$ cat src/rtl/tdm_demux.sv
// tdm_demux: receive-side time-division demultiplexer.
// Recovers CHANNELS parallel slot values from one time-multiplexed line.
// The line carries one slot per enabled clock. Slot 0 of each frame is marked by F.
// Ports:
//   clk   rising-edge clock
//   rst   synchronous active-high reset
//   E     slot enable; a slot is consumed only when E=1
//   D     slot data (WIDTH bits)
//   F     frame sync, marks slot 0 (meaningful only when E=1)
//   Y     last complete frame, slot i at Y[i*WIDTH +: WIDTH]
//   S     index of the slot consumed on the next enabled edge
//   V     one-cycle strobe when Y is updated with a new frame
//   LOCK  high while frame-aligned
//   ERR   sticky sync-error flag, cleared only by rst
module tdm_demux #(
   parameter int unsigned CHANNELS = 4,
   parameter int unsigned WIDTH    = 1,
   parameter int unsigned SEL_W    = $clog2(CHANNELS)
) (
   input  logic                      clk,
   input  logic                      rst,
   input  logic                      E,
   input  logic [WIDTH-1:0]          D,
   input  logic                      F,
   output logic [CHANNELS*WIDTH-1:0] Y,
   output logic [SEL_W-1:0]          S,
   output logic                      V,
   output logic                      LOCK,
   output logic                      ERR
);

   typedef enum logic [0:0] {StHunt, StLocked} state_e;

   localparam logic [SEL_W-1:0] LastSlot = SEL_W'(CHANNELS - 1);

   state_e                      state_q;
   logic [SEL_W-1:0]            cnt_q;
   logic [CHANNELS*WIDTH-1:0]   shadow_q;
   logic [CHANNELS*WIDTH-1:0]   y_q;
   logic                        v_q;
   logic                        lock_q;
   logic                        err_q;

   // Shadow with the current slot replaced by D; used both to update the
   // shadow and to publish a completed frame in the same edge.
   logic [CHANNELS*WIDTH-1:0]   shadow_wr;
   int unsigned                 base;
   logic                        sync_ok;

   always_comb begin
      base      = 32'(cnt_q) * WIDTH;
      shadow_wr = shadow_q;
      shadow_wr[base +: WIDTH] = D;
      // F must be present exactly on slot 0 while locked.
      sync_ok   = ((cnt_q == '0) == F);
   end

   always_ff @(posedge clk) begin
      if (rst) begin
         state_q  <= StHunt;
         cnt_q    <= '0;
         shadow_q <= '0;
         y_q      <= '0;
         v_q      <= 1'b0;
         lock_q   <= 1'b0;
         err_q    <= 1'b0;
      end else begin
         v_q <= 1'b0;
         if (E) begin
            unique case (state_q)
               StHunt: begin
                  if (F) begin
                     shadow_q <= shadow_wr;
                     cnt_q    <= SEL_W'(1);
                     state_q  <= StLocked;
                     lock_q   <= 1'b1;
                  end
               end
               StLocked: begin
                  if (sync_ok) begin
                     shadow_q <= shadow_wr;
                     if (cnt_q == LastSlot) begin
                        y_q   <= shadow_wr;
                        v_q   <= 1'b1;
                        cnt_q <= '0;
                     end else begin
                        cnt_q <= cnt_q + SEL_W'(1);
                     end
                  end else begin
                     // Early or missing sync: drop the partial frame and re-hunt.
                     err_q   <= 1'b1;
                     lock_q  <= 1'b0;
                     state_q <= StHunt;
                     cnt_q   <= '0;
                  end
               end
               default: begin
                  state_q <= StHunt;
                  cnt_q   <= '0;
                  lock_q  <= 1'b0;
               end
            endcase
         end
      end
   end

   assign Y    = y_q;
   assign S    = cnt_q;
   assign V    = v_q;
   assign LOCK = lock_q;
   assign ERR  = err_q;

endmodule

$ cat config.mk
export PLATFORM = sky130hd
export DESIGN_NAME = tdm_demux
export DESIGN_NICKNAME = d
export VERILOG_FILES = /design/src/rtl/tdm_demux.sv
export SDC_FILE = /design/constraint.sdc
export NUM_CORES = 1
export LEC_CHECK = 0
export BUFFER_PORTS_ARGS = -buffer_cell sky130_fd_sc_hd__buf_2
export CORE_MARGIN = 1
export CORE_UTILIZATION = 52
export CTS_CLUSTER_SIZE = 16
export DETAILED_ROUTE_END_ITERATION = 8
export PLACE_DENSITY = 0.75
export RECOVER_POWER = 50
export SYNTH_ARGS = -nofsm -noshare
export SYNTH_HDL_FRONTEND = slang
export SYNTH_SLANG_ARGS = --single-unit
export TNS_END_PERCENT = 100
$ cat constraint.sdc
create_clock -name clk -period 2.2 [get_ports clk]
set_input_delay 0.55 -clock clk [delete_from_list [all_inputs] [get_ports clk]]
set_output_delay 0.55 -clock clk [all_outputs]
set_load 0.05 [all_outputs]
# Word level (Yosys, flattened, before mapping)
# Index checks and enable logic that the tools add are counted.
[totals]
ff_bits = 14
in_bits = 5
output_inout_bits = 9
[op_classes]
add_sub_neg = 2
eq_ne = 5
n_shift = 2
mux = 15
bitwise_logic = 3
reduce_logical = 7
[op_table]
columns = ["op", "n"]
rows = [
  ["$neg A2 Y34", 1],
  ["$shift A1 B34 Y4 const A", 1],
  ["$shiftx A1 B34 Y4", 1],
  ["$reduce_and A3 Y1", 3],
  ["$mux W4", 2],
  ["$pmux W4 S2", 1],
  ["$mux W2", 3],
  ["$mux W1", 5],
  ["$bwmux W4", 1],
  ["$ne A2 B2 Y1 const B", 2],
  ["$pmux W1 S2", 2],
  ["$pmux W2 S2", 1],
  ["$reduce_and A4 Y1", 1],
  ["$reduce_or A4 Y1", 1],
  ["$not A1 Y1", 3],
  ["$add A2 B1 Y2 const B", 1],
  ["$eq A2 B2 Y1 const B", 1],
  ["$logic_not A2 Y1", 1],
  ["$ne A2 B1 Y1 const B", 1],
  ["$reduce_and A2 Y1", 1],
  ["$eq A1 B1 Y1", 1],
]

# Depth between registers and ports, before layout
[depth]
word_depth = 5
depth_mapped = 6
mapped_depth_nobuf = 6

# Worst setup path after synthesis
# Ideal clock, no wire load.
[synth_timing]
path_type = "register to register"
start = "register cnt_q[0] (netlist: S[0])"
end = "register y_q[0] (netlist: Y[0])"
t_arrival_ns = 2.002
path_slack_ns = 0.107
stages_incl_launch_ff = 7
n_path_buf = 0
period_less_slack_ns = 2.093
cell_sequence = "dfxtp_1 -> inv_1 -> ha_1 -> xor2_2 -> nor2_2 -> nor2_1 -> a311oi_1"
[synth_between]
elab_chain_len = 3
elab_cells_between_ends = 8
[synth_rtl]
columns = ["item", "line_no", "rtl"]
rows = [
  ["start, declared", "37", "logic [SEL_W-1:0] cnt_q;"],
  ["start signal, assigned", "87", "cnt_q <= cnt_q + SEL_W'(1);"],
  ["$neg A2 Y34 or $logic_not A2 Y1 (tied branches)", "53, 55", ""],
  ["$shiftx A1 B34 Y4 (tied with other cells)", "53", "shadow_wr[base +: WIDTH] = D;"],
  ["$bwmux W4 or $reduce_and A4 Y1 (tied branches)", "n/a", ""],
  ["end signal, assigned", "83", "y_q <= shadow_wr;"],
  ["end, declared", "39", "logic [CHANNELS*WIDTH-1:0] y_q;"],
]
# Parallel ways exist; a longest one is shown, timed or not.
# A chain may end at the register's enable or synchronous reset.

# Worst setup path in the final report
[layout_timing]
start = "register cnt_q[0] (netlist: S[0])"
end = "register y_q[3] (netlist: Y[3])"
# The elaborated chain is that of the path after synthesis.

==> metrics.txt <==
number of buffers added to fix hold violations after cts 0; master cell of the clock root buffer sky130_fd_sc_hd__clkbuf_4; Starting Density 56.9%; TritonCTS Buffers 3; worst path required time 2.38 ns; worst relative slew slack 60.7%; antenna violations before repair 0; source-to-sink clock delay at the later pin of the worst-skew pair 0.27 ns; number of nets in the final layout 114; dominant synthesized flop cell sky130_fd_sc_hd__dfxtp_1; part of the power in combinational logic 19.7%; post-DP HPWL 1.02 mm; overall die area 1620 sq um; Total GRT Usage 21.1%; floorplan die width 40.2 microns; share of the core filled with cells 62.1%; status completed; remaining global-route overflow 0; length of the first detailed-routing pass in iterations 4; Synthesized Nets 100; routability congestion estimate 0.827; Worst EP arrival 2.09 ns; total via count in the routed design 638; residual antenna-violating net count after detailed routing 0; via-per-instance ratio 5.50; maximum clock skew at final layout 0.00103 ns; number of max-slew violations in the final report 0; placeable core region 1330 sq um; share of power burned in registers 53.1%; Pwr per Cell Area 618 nW/um^2; Synth-to-Final Area Change 9.06%; clock slew at reported path FFs 0.08 ns; IO Count 14; total of cells resized after clock tree synthesis 0; GRT met2 Usage 29.4%; Post-synth EDFFs 0; Seq/Total Area, Yosys 36.9%; warning count from the yosys run 0; share of async-settable or async-resettable flops after synthesis 0%; class of the most critical hold timing path reg -> reg; met1 Use GR 28.8%; H-tree depth 1; setup fix buffers added after clock tree synthesis 0; fraction of power consumed by the clock network 27.3%; met3 usage in global routing 5.00%; Reg2Reg Setup Slack 0.29 ns; Highest Clock Rate 522 MHz; maximum number of pins on one net before global-route repair 14; antenna diode count 0; starting DRC count in detailed routing 24; Worst Setup Start Kind register; global routing's busiest layer met2; number of remaining DRC errors 0; Overall Power 512 uW; placed insts 113; number of hold violations in the final report 0; number of global-route vias before repair 539; total internal power 358 uW; kind of critical path reg -> reg; peak ir drop on the vdd network 0.326 mV; power spent charging and discharging nets 154 uW; post-place instance area 825 sq um; height of the die 40.2 microns; max-cap check violation count 0; total negative setup slack 0 ns; Worst Tran Pin Value 0.592 ns; post-synthesis register bit count 14; unrepaired setup endpoints after global routing no; first-pass GRT wire length 2.21 mm; area of the mapped netlist 759 sq um; library cells used by synthesis 27; total leakage power 0.311 nW; drt wl/cell 11.6 microns; switching part of the total 30.0%; Total Routed Length 1.35 mm; CTS Buffer Depth 2; kind of end point of the critical path register; clock net sink count 14; TritonCTS clock tree built; final cell area excluding filler cells 828 sq um; mean cell area of the mapped netlist 8.53 sq um; number of cells in the finished layout apart from fillers 116; Cells after Synth 89; count of final setup violators 0; quantity of I/O buffers inserted on ports 13; maximum fanout encountered on the critical timing path 9; Fill cells 138; time the final worst path needs with I/O delays and setup 1.91 ns; standard-cell row count 13; share of the clock period used by the worst path 87.0%; fraction of layout cells with a size suffix above 1 10.9%
## per-stage QoR
stage	hold WS, ns	setup WS [ns]
6_report	0.463	0.286
2_1_floorplan	0.439	0.107
5_1_grt	0.499	0.175
4_1_cts	0.469	0.288
3_3_place_gp	0.450	0.410
3_5_place_dp	0.454	0.305
## state kept, by name, summed over array words and instances (netlist names)
register  cells
shadow_q      4
S             2
LOCK          1
Y             4
ERR           1
V             1
state_q       1
## area by class of cell
type | instances | area, sq um | area share (%)
Clock buffer | 3 | 22.5 | 2.72
Inverter | 4 | 15.0 | 1.81
Multi-Input combinational cell | 67 | 438 | 52.9
Sequential cell | 14 | 280 | 33.8
Tap cell | 15 | 18.8 | 2.27
Timing Repair Buffer | 13 | 53.8 | 6.50
## critical path, cell delays in order, from the launching register on
cell,delay [ns]
sky130_fd_sc_hd__dfxtp_1,0.49
sky130_fd_sc_hd__inv_1,0.16
sky130_fd_sc_hd__ha_1,0.30
sky130_fd_sc_hd__xor2_1,0.24
sky130_fd_sc_hd__nor2_2,0.30
sky130_fd_sc_hd__nor2_1,0.08
sky130_fd_sc_hd__a311oi_1,0.26
## Yosys cell counts (2+ instances only)
master | instances | area share, %
sky130_fd_sc_hd__nand4_1 | 5 | 4.1
sky130_fd_sc_hd__nand2b_1 | 4 | 3.3
sky130_fd_sc_hd__nand2_1 | 7 | 3.5
sky130_fd_sc_hd__nand3_1 | 2 | 1.3
sky130_fd_sc_hd__inv_1 | 4 | 2.0
sky130_fd_sc_hd__mux2i_1 | 2 | 2.6
sky130_fd_sc_hd__a31oi_1 | 2 | 1.6
sky130_fd_sc_hd__nor2b_1 | 3 | 2.5
sky130_fd_sc_hd__dfxtp_1 | 14 | 37
sky130_fd_sc_hd__a311oi_1 | 5 | 5.8
sky130_fd_sc_hd__buf_2 | 3 | 2.0
sky130_fd_sc_hd__a21oi_1 | 5 | 3.3
sky130_fd_sc_hd__nor2_1 | 14 | 6.9
sky130_fd_sc_hd__ha_1 | 6 | 9.9
## power groups by stage
| stage | combinational [mW] | sequential (mW) | clock (mW) |
|---|---|---|---|
| CTS | 0.104 | 0.272 | 0.148 |
| floorplan | 0.0691 | 0.293 | 0 |
| global placement | 0.104 | 0.277 | 0 |
| global route | 0.112 | 0.274 | 0.154 |
| finish | 0.101 | 0.272 | 0.140 |
| detailed placement | 0.104 | 0.278 | 0 |
## cell usage in the layout (no fill, tap or decap), types with 2 or more instances in the layout
cell	count
sky130_fd_sc_hd__dfxtp_1	14
sky130_fd_sc_hd__nor2_1	14
sky130_fd_sc_hd__clkbuf_1	9
sky130_fd_sc_hd__nand2_1	7
sky130_fd_sc_hd__ha_1	6
sky130_fd_sc_hd__nand4_1	5
sky130_fd_sc_hd__a311oi_1	5
sky130_fd_sc_hd__a21oi_1	5
sky130_fd_sc_hd__inv_1	4
sky130_fd_sc_hd__nand2b_1	4
sky130_fd_sc_hd__buf_2	4
sky130_fd_sc_hd__nor2b_1	3
sky130_fd_sc_hd__clkbuf_4	3
sky130_fd_sc_hd__nand3_1	2
sky130_fd_sc_hd__mux2i_1	2
sky130_fd_sc_hd__a31oi_1	2
## cell families (layout without fill, tap and decap cells)
group	Yosys count	in the layout	synth area share, %
buffers and inverters	8	20	4.45
adders and majority gates	6	6	9.88
AOI/OAI and AO/OA	16	16	14.5
and+or+nand+nor	41	41	28.0
xor gates and xnor gates	1	1	2.14
muxes	3	3	4.12
DFF	14	14	36.9
## path summary, 6_finish.rpt
check,start,to,cells past startpoint
setup / recovery,S[0]$_SDFFE_PP0P_,Y[3]$_SDFFE_PP0P_,6
hold / removal,shadow_q[1]$_SDFFE_PP0P_,shadow_q[1]$_SDFFE_PP0P_,2
setup reg to reg,S[0]$_SDFFE_PP0P_,Y[3]$_SDFFE_PP0P_,6
hold reg to reg,shadow_q[1]$_SDFFE_PP0P_,shadow_q[1]$_SDFFE_PP0P_,2
## layer usage
layer,wire (microns),vias up,share of wire (%)
met2,531,17,39
li1,-,339,-
met1,702,277,52
met3,82,5,6.1
met5,0,-,0
met4,33,0,2.4
Note: power is estimated with default switching activity, not from simulation.
